===== config.mk =====
export PLATFORM = sky130hd
export DESIGN_NAME = fetch_ctrl
export DESIGN_NICKNAME = d
export VERILOG_FILES = /design/src/rtl/fetch_ctrl_pkg.sv /design/src/rtl/fetch_next_pc.sv /design/src/rtl/fetch_ctrl.sv
export SDC_FILE = /design/constraint.sdc
export NUM_CORES = 1
export LEC_CHECK = 0
export ABC_CLOCK_PERIOD_IN_PS = 5900
export BUFFER_PORTS_ARGS = -buffer_cell sky130_fd_sc_hd__buf_4
export CAP_MARGIN = 30
export CELL_PAD_IN_SITES_DETAIL_PLACEMENT = 1
export CELL_PAD_IN_SITES_GLOBAL_PLACEMENT = 2
export CORE_MARGIN = 4
export CORE_UTILIZATION = 28
export DETAILED_ROUTE_END_ITERATION = 8
export GPL_TIMING_DRIVEN = 0
export PLACE_DENSITY_LB_ADDON = 0.1
export SLEW_MARGIN = 20
export SYNTH_ARGS = -nofsm -noshare
export SYNTH_HDL_FRONTEND = slang
export SYNTH_HIERARCHICAL = 1
export SYNTH_SLANG_ARGS = --single-unit

===== constraint.sdc =====
create_clock -name CLK -period 5.9 [get_ports CLK]
set_input_delay 0.59 -clock CLK [delete_from_list [all_inputs] [get_ports CLK]]
set_output_delay 0.59 -clock CLK [all_outputs]
set_load 0.005 [all_outputs]

===== src/rtl/fetch_ctrl_pkg.sv =====
// -----------------------------------------------------------------------------
// fetch_ctrl_pkg
// Shared definitions for the instruction-fetch controller:
//   - IMEM_SIZE_DEF  : instruction memory depth in words, shared with the
//                      memory side so both agree on the legal address range
//   - RESET_PC_DEF   : default word address fetched first after reset
//   - EXC_VECTOR_DEF : default word address entered on an exception
//   - fetch_state_t  : controller FSM state encoding
//   - pc_legal()     : true when a word address lies inside instruction memory
// -----------------------------------------------------------------------------
`timescale 1ns/1ps

package fetch_ctrl_pkg;

    localparam int unsigned IMEM_SIZE_DEF  = 1024;
    localparam logic [31:0] RESET_PC_DEF   = 32'd0;
    localparam logic [31:0] EXC_VECTOR_DEF = 32'd16;

    typedef enum logic [2:0] {
        ST_BOOT  = 3'd0,
        ST_RUN   = 3'd1,
        ST_STALL = 3'd2,
        ST_FLUSH = 3'd3,
        ST_HALT  = 3'd4
    } fetch_state_t;

    // Word address is fetchable only if it falls inside the memory.
    function automatic logic pc_legal(input logic [31:0] pc, input int unsigned size);
        return (pc < size);
    endfunction

endpackage


===== src/rtl/fetch_next_pc.sv =====
// -----------------------------------------------------------------------------
// fetch_next_pc
// Combinational target selection for the fetch controller. Picks the word
// address the controller should present next cycle and classifies it.
//
// Priority: exc > br_taken > jmp > stall > sequential.
//
// Parameters:
//   IMEM_SIZE   instruction memory depth in words
//   EXC_VECTOR  word address loaded on an exception
// Ports:
//   cur_pc        in  32  address currently on newPC
//   advance       in  1   current address was a live fetch, so sequential
//                         flow moves to cur_pc+1 (otherwise it re-fetches)
//   stall         in  1   hold current address
//   exc           in  1   exception request (tied low when exceptions are off)
//   br_taken      in  1   branch resolved taken
//   br_target     in  32  branch word address
//   jmp           in  1   jump request
//   jmp_target    in  32  jump word address
//   next_pc       out 32  selected next address
//   redirect      out 1   next_pc comes from exc/branch/jump
//   hold          out 1   stall with no redirect: address is kept
//   out_of_range  out 1   next_pc lies outside instruction memory
// -----------------------------------------------------------------------------
`timescale 1ns/1ps

module fetch_next_pc
    import fetch_ctrl_pkg::*;
#(
    parameter int unsigned IMEM_SIZE  = IMEM_SIZE_DEF,
    parameter logic [31:0] EXC_VECTOR = EXC_VECTOR_DEF
) (
    input  logic [31:0] cur_pc,
    input  logic        advance,
    input  logic        stall,
    input  logic        exc,
    input  logic        br_taken,
    input  logic [31:0] br_target,
    input  logic        jmp,
    input  logic [31:0] jmp_target,
    output logic [31:0] next_pc,
    output logic        redirect,
    output logic        hold,
    output logic        out_of_range
);

    always_comb begin
        next_pc  = cur_pc;
        redirect = 1'b0;
        hold     = 1'b0;
        if (exc) begin
            next_pc  = EXC_VECTOR;
            redirect = 1'b1;
        end else if (br_taken) begin
            // A branch wins over a jump issued in the same cycle.
            next_pc  = br_target;
            redirect = 1'b1;
        end else if (jmp) begin
            next_pc  = jmp_target;
            redirect = 1'b1;
        end else if (stall) begin
            hold     = 1'b1;
        end else if (advance) begin
            // Word addressing: wraps naturally modulo 2^32.
            next_pc  = cur_pc + 32'd1;
        end
    end

    assign out_of_range = !pc_legal(next_pc, IMEM_SIZE);

endmodule


===== src/rtl/fetch_ctrl.sv =====
// -----------------------------------------------------------------------------
// fetch_ctrl
// Instruction-fetch controller. Generates the word address for the fetch
// stage, handles stalls, branch/jump redirects (with a one-cycle flush of the
// instruction already in flight) and halts when the program runs off the end
// of instruction memory. All outputs are registered, so a redirect presented
// in cycle N shows up on newPC in cycle N+1.
//
// Optional feature, macro FETCH_CTRL_EXC_EN:
//   adds port exc (highest-priority redirect to EXC_VECTOR) and port epc,
//   which captures the address that was on newPC when the exception was taken.
//   Without the macro those ports do not exist and EXC_VECTOR has no effect.
//
// Parameters:
//   RESET_PC    first word address fetched after reset
//   IMEM_SIZE   instruction memory depth in words
//   EXC_VECTOR  exception entry word address
// Ports:
//   CLK          in  1   clock, rising edge
//   RST          in  1   synchronous active-high reset
//   stall        in  1   hold current PC, no new fetch
//   br_taken     in  1   branch resolved taken this cycle
//   br_target    in  32  branch word address
//   jmp          in  1   jump request this cycle
//   jmp_target   in  32  jump word address
//   exc          in  1   exception request       (FETCH_CTRL_EXC_EN only)
//   epc          out 32  faulting fetch address  (FETCH_CTRL_EXC_EN only)
//   newPC        out 32  word address driven to the fetch stage
//   fetch_valid  out 1   newPC is a live fetch this cycle
//   flush        out 1   kill the instruction held by the fetch stage
//   halted       out 1   controller is in HALT
// -----------------------------------------------------------------------------
`timescale 1ns/1ps

module fetch_ctrl
    import fetch_ctrl_pkg::*;
#(
    parameter logic [31:0] RESET_PC   = RESET_PC_DEF,
    parameter int unsigned IMEM_SIZE  = IMEM_SIZE_DEF,
    parameter logic [31:0] EXC_VECTOR = EXC_VECTOR_DEF
) (
    input  logic        CLK,
    input  logic        RST,
    input  logic        stall,
    input  logic        br_taken,
    input  logic [31:0] br_target,
    input  logic        jmp,
    input  logic [31:0] jmp_target,
`ifdef FETCH_CTRL_EXC_EN
    input  logic        exc,
    output logic [31:0] epc,
`endif
    output logic [31:0] newPC,
    output logic        fetch_valid,
    output logic        flush,
    output logic        halted
);

    // A RESET_PC outside memory means there is nothing legal to fetch at all.
    localparam logic BOOT_LEGAL = pc_legal(RESET_PC, IMEM_SIZE);

    fetch_state_t state;

    logic        exc_req;
    logic        advance;
    logic [31:0] next_pc;
    logic        redirect;
    logic        hold;
    logic        out_of_range;

`ifdef FETCH_CTRL_EXC_EN
    assign exc_req = exc;
`else
    assign exc_req = 1'b0;
`endif

    // Leaving STALL re-fetches the held address; from RUN/FLUSH the address
    // just fetched was live, so sequential flow moves on by one word.
    assign advance = (state != ST_STALL);

    fetch_next_pc #(
        .IMEM_SIZE  (IMEM_SIZE),
        .EXC_VECTOR (EXC_VECTOR)
    ) u_next_pc (
        .cur_pc       (newPC),
        .advance      (advance),
        .stall        (stall),
        .exc          (exc_req),
        .br_taken     (br_taken),
        .br_target    (br_target),
        .jmp          (jmp),
        .jmp_target   (jmp_target),
        .next_pc      (next_pc),
        .redirect     (redirect),
        .hold         (hold),
        .out_of_range (out_of_range)
    );

    always_ff @(posedge CLK) begin
        if (RST) begin
            state       <= ST_BOOT;
            newPC       <= RESET_PC;
            fetch_valid <= 1'b0;
            flush       <= 1'b0;
            halted      <= 1'b0;
`ifdef FETCH_CTRL_EXC_EN
            epc         <= 32'd0;
`endif
        end else begin
            case (state)
                ST_BOOT: begin
                    flush <= 1'b0;
                    if (BOOT_LEGAL) begin
                        state       <= ST_RUN;
                        fetch_valid <= 1'b1;
                    end else begin
                        state       <= ST_HALT;
                        fetch_valid <= 1'b0;
                        halted      <= 1'b1;
                    end
                end

                // RUN, STALL and FLUSH share one decision tree; only the
                // sequential step differs, which fetch_next_pc handles.
                ST_RUN, ST_STALL, ST_FLUSH: begin
                    if (out_of_range) begin
                        // newPC is left untouched: it keeps the last legal address.
                        state       <= ST_HALT;
                        fetch_valid <= 1'b0;
                        flush       <= 1'b0;
                        halted      <= 1'b1;
                    end else if (redirect) begin
                        state       <= ST_FLUSH;
                        newPC       <= next_pc;
                        fetch_valid <= 1'b1;
                        flush       <= 1'b1;
`ifdef FETCH_CTRL_EXC_EN
                        if (exc) begin
                            epc <= newPC;
                        end
`endif
                    end else if (hold) begin
                        state       <= ST_STALL;
                        fetch_valid <= 1'b0;
                        flush       <= 1'b0;
                    end else begin
                        state       <= ST_RUN;
                        newPC       <= next_pc;
                        fetch_valid <= 1'b1;
                        flush       <= 1'b0;
                    end
                end

                ST_HALT: begin
                    // Only RST leaves HALT.
                    fetch_valid <= 1'b0;
                    flush       <= 1'b0;
                    halted      <= 1'b1;
                end

                default: begin
                    state       <= ST_HALT;
                    fetch_valid <= 1'b0;
                    flush       <= 1'b0;
                    halted      <= 1'b1;
                end
            endcase
        end
    end

endmodule


Word level (Yosys, flattened, before mapping)
Index checks and enable logic that the tools add are counted.

Output and inout bits: 35. Register bits: 38.

Bitwise logic cells: 3. Add/sub/neg operators: 1. Equal/unequal tests: 7. $lt $le $gt $ge: 1. Muxes and demuxes: 22. Reductions and logical operators: 5.

Operators by type and width (count): $mux 32 (6); $add 32x1->32 const B (1); $lt 32x11->1 const B (1); $mux 1 (10); $pmux 3 s3 (1); $eq 3x2->1 const B (2); $reduce_or 3->1 (2); $mux 2 (2); $ne 2x2->1 const B (2); $pmux 1 s2 (2); $eq 3x1->1 const B (1); $eq 3x3->1 const B (1); $logic_not 3->1 (1); $mux 3 (1); $ne 3x2->1 const B (1); $not 1->1 (3); $reduce_and 3->1 (1); $reduce_and 2->1 (1).

Depth between registers and ports, before layout
Depth in word-level cells: 8. Gate-level depth with buffers: 13.

Modules after synthesis
Netlist, hierarchy kept.

By module, submodules not included: fetch_ctrl (seq. area each 760.7 um2, times used 1, cells each 161, area each 1650.3 um2); fetch_next_pc (seq. area each 0.0 um2, times used 1, cells each 256, area each 1565.3 um2).

Worst setup path before layout
Ideal clock, no wire load.

Path type: reg-to-reg. Start point: register newPC[4]. End point: register newPC[14]. Required time: 5828 ps. Setup time: 72 ps. Stages on the path, launching flop included: 12. Arrival time: 4201 ps. Slack: 1628 ps. Cells stage by stage: dfxtp_1 > nand4_4 > or4_4 > nor4b_1 > xor2_1 > a22o_1 > or4_1 > or3b_1 > or4_1 > a2111oi_4 > buf_6 > mux2i_1.

Cells in the longest elaborated chain, start to end: 7. Elaborated cells on any way between the ends: 9. Classes of those cells: 1 x add/sub; 1 x order compare; 6 x mux; 1 x reduce/logical.

Ends and longest elaborated chain: start, declared (line fetch_ctrl.sv:53) `output logic [31:0] newPC,`; start signal, assigned (line fetch_ctrl.sv:134) `newPC <= next_pc;`; start signal, assigned (line fetch_ctrl.sv:148) `newPC <= next_pc;`; $add 32x1->32 (line fetch_next_pc.sv:66) `next_pc = cur_pc + 32'd1;`; $mux 32 (line fetch_next_pc.sv:64) `end else if (advance) begin`; $mux 32 * (line fetch_next_pc.sv:62) `end else if (stall) begin`; $mux 32 * (line fetch_next_pc.sv:59) `end else if (jmp) begin`; $mux 32 * (line fetch_next_pc.sv:55) `end else if (br_taken) begin`; $lt 32x11->1 / $mux 32 (equally long branches) (line fetch_ctrl_pkg.sv:29, fetch_ctrl.sv:142); $reduce_and 3->1 (no source line) / $mux 32 (equally long branches).

Every way passes the cells marked *; elsewhere a longest branch is shown, timed or not. The select of a mux whose other input is x is not followed. A chain may end at the register's enable or synchronous reset.

Final worst setup path
Start point: register newPC[0]. End point: register newPC[12].

The elaborated chain is that of the path after synthesis.

==> impl_metrics.env <==
export IMPL_whs_ns=0.4468
export IMPL_cts_buffers=5
export IMPL_area_growth_pct=34.09
export IMPL_core_area_sq_mm=0.01103
export IMPL_worstPathRequired_ns=6.11
export IMPL_dp_hpwl_mm=10.25
export IMPL_grt_usage=0.1988
export IMPL_r2r_cells=12
export IMPL_slowest_stage="a2111oi_4"
export IMPL_drv_slew=0
export IMPL_fmax_mhz=193.7
export IMPL_period_share=0.8751
export IMPL_finalHoldViolations=0
export IMPL_cts_tree="yes"
export IMPL_ir_drop_v=0.00009268
export IMPL_synth_seq_cells=38
export IMPL_hold_path_class="reg -> reg"
export IMPL_power_frac_comb=0.195
export IMPL_synth_simple_area_share=0.3506
export IMPL_worstMarginPinSlew_ns=1.014
export IMPL_ys_top_cells_by_area="dfxtp_1 24%, nand2b_1 13%, mux2i_1 12%, nor2_1 4.1%, xor2_1 4.1%"
export IMPL_synthAdderAreaFrac=0.003891
export IMPL_clock_power_share=0.419
export IMPL_muxShareOfSynthArea=0.1183
export IMPL_clock_latency_ns=0.28
export IMPL_antenna_found_initial=0
export IMPL_p_leak_nw=1.627
export IMPL_rrSetupSlack_ns=0.74
export IMPL_path_max_fanout=10
export IMPL_viasPerCell=5.196
export IMPL_internal_power_uw=495.9
export IMPL_fp_dieW_microns=115.2
export IMPL_grt_setup_unrepaired="false"
export IMPL_wirelength_mm=12.89
export IMPL_hold_buffers=0
export IMPL_end_kind="register"
export IMPL_crit_cells=12
export IMPL_crit_top_cell="or4_1"
export IMPL_cts_setup_buffers=0
export IMPL_synth_compound_area_frac=0.1712
export IMPL_max_stage_delay_ns=0.76
export IMPL_die_y_microns=115.2
export IMPL_max_slew_margin=0.3178
export IMPL_ctsResizeCount=0
export IMPL_outcome="completed"
export IMPL_ys_flop_type="dfxtp_1"
export IMPL_yosys_area_top_type_share=0.2366
export IMPL_detail_route_antenna_nets=0
export IMPL_fin_crit_ns=5.163
export IMPL_hold_depth=2
export IMPL_synth_xor_xnor_area_share=0.06809
export IMPL_yosysWarnings=6
export IMPL_clk_pin_slew_worst_paths_ns=0.06
export IMPL_path_cells="ha_1 -> nand4b_1 -> nor4_1 -> nand3_1 -> xor2_1 -> o221ai_1 -> or4_1 -> or3b_1 -> or4_1 -> a2111oi_4 -> buf_6 -> mux2i_1"
export IMPL_critical_path_class="reg -> reg"
export IMPL_setup_viol=0
export IMPL_drc=0
export IMPL_async_flop_share=0
export IMPL_wl_per_cell_microns=19.33
export IMPL_path_delay_family="simple AND/OR/NAND/NOR gates"
export IMPL_clockRootBuffer="clkbuf_16"
export IMPL_clkSinkCount=38
export IMPL_crit_arrival_ns=5.37
export IMPL_io_buffers=102
export IMPL_critical_path_startpoint_type="register"
export IMPL_grt_pass1_vias=3756
export IMPL_vias=3466
export IMPL_avgSynthCellArea_sq_um=7.711
export IMPL_switching_power_uw=186.0
export IMPL_rows=38
export IMPL_synth_edf_count=0
export IMPL_gp_congestion=0.8710
export IMPL_setup_tns_ns=0
export IMPL_diodes=0
export IMPL_fin_skew_ns=0.006614
export IMPL_synth_top_family_by_area="simple AND/OR/NAND/NOR gates"
export IMPL_synthesis_instances=417
export IMPL_max_cap_violations=0
export IMPL_grt_overflow=0
export IMPL_grt_max_degree=14
export IMPL_htreeDepth=2
export IMPL_grt_pass1_wl_mm=20.56
export IMPL_cp_num_buf_inv=1
export IMPL_powerDensity_mw_per_mm2=158.1
export IMPL_synth_area_leader_cell="dfxtp_1"
export IMPL_nets=596
export IMPL_drtPass1Iterations=4
export IMPL_drt_first_iter_violations=113
export IMPL_p_sw_frac=0.2728
export IMPL_clk_path_buf_depth=2
export IMPL_synth_nets=487
export IMPL_dieArea_sq_mm=0.01326
export IMPL_start_util=0.2915
export IMPL_ioPinCount=104
export IMPL_synth_seq_area_share=0.2366
export IMPL_pwr_share_seq=0.385
export IMPL_yosysUniqueCellTypes=58
export IMPL_drive_gt1_frac=0.2410
export IMPL_syn_area_sq_mm=0.003216
power by group through the flow:
stage | Combinational [mW] | Sequential, mW | Clock (mW)
floorplan | 0.0676 | 0.268 | 0
global placement | 0.130 | 0.268 | 0
detailed placement | 0.131 | 0.269 | 0
CTS | 0.132 | 0.263 | 0.298
global route | 0.147 | 0.263 | 0.311
finish | 0.133 | 0.263 | 0.286
cell type report:
type / instances / area (sq um)
fillers: 1403 / 6719
plain buffers: 25 / 120.1
well taps: 140 / 175.2
clock buffers: 6 / 138.9
clock inverters: 2 / 16.27
inverters: 11 / 41.29
repair buffers: 102 / 765.7
multi-input cells: 343 / 2293
flip-flops and latches: 38 / 760.7
Yosys cell counts, types with 7 or more instances:
master / count
o221ai_1: 7
a21oi_1: 23
clkbuf_1: 17
nor2_1: 35
nand4_1: 10
nor3_1: 8
dfxtp_1: 38
nand3_1: 15
o21ai_0: 11
a22oi_1: 8
nand2_1: 26
xnor2_1: 10
mux2i_1: 38
nand2b_1: 65
inv_1: 10
xor2_1: 15
logic make-up (layout without fill, tap and decap cells):
logic type / count (synthesis) / after routing
AOI/OAI and AO/OA: 79 / 79
and+or+nand+nor: 199 / 199
DFF: 38 / 38
muxes: 38 / 38
other: 1 / 1
xor gates and xnor gates: 25 / 25
adders and majority gates: 1 / 1
buffers and inverters: 36 / 146
final timing paths:
check                   startpoint                      to
max          newPC[0]$_SDFFE_PP0P_  newPC[12]$_SDFFE_PP0P_
min            halted$_SDFFE_PP0P_     halted$_SDFFE_PP0P_
max reg2reg  newPC[0]$_SDFFE_PP0P_  newPC[12]$_SDFFE_PP0P_
min reg2reg    halted$_SDFFE_PP0P_     halted$_SDFFE_PP0P_
metal layers:
| metal | wire length [microns] | GRT usage | part of all wire |
|---|---|---|---|
| met1 | 5836 | 0.2660 | 0.45 |
| met3 | 833 | 0.03684 | 0.065 |
| met5 | 0 | 0 | 0 |
| met2 | 6138 | 0.3368 | 0.48 |
| met4 | 85 | 0.03678 | 0.0066 |
state kept, by name, indices dropped and copies added, names as in the netlist:
signal       count
halted           1
state            3
flush            1
fetch_valid      1
newPC           32
worst min-delay path: stages (launching register included):
cell	delay, ns
dfxtp_1	0.31
inv_1	0.04
a21oi_1	0.05
placed cells by master, fill, tap and decap left out, types with 10 or more instances in the layout:
cell	synthesis	layout
buf_4	1	103
nand2b_1	65	65
mux2i_1	38	38
dfxtp_1	38	38
nor2_1	35	35
nand2_1	26	26
a21oi_1	23	23
clkbuf_1	17	17
nand3_1	15	15
xor2_1	15	15
o21ai_0	11	11
inv_1	10	10
nand4_1	10	10
xnor2_1	10	10
stage by stage:
| stage | utilization | area, sq um | setup slack, ns | cells | total power, mW |
|---|---|---|---|---|---|
| after floorplan | - | 3216 | 1.628 | 417 | 0.3358 |
| after global placement | 0.3768 | 4156 | 0.6440 | 659 | 0.3985 |
| after detailed placement | 0.3768 | 4156 | 0.6406 | 659 | 0.3998 |
| after CTS | 0.3909 | 4312 | 0.7326 | 667 | 0.6919 |
| after global routing | 0.3909 | 4312 | 0.4457 | 667 | 0.7213 |
| final | 0.3909 | 4312 | 0.7372 | 667 | 0.6819 |
No activity file was read; power rests on OpenSTA's default activity.
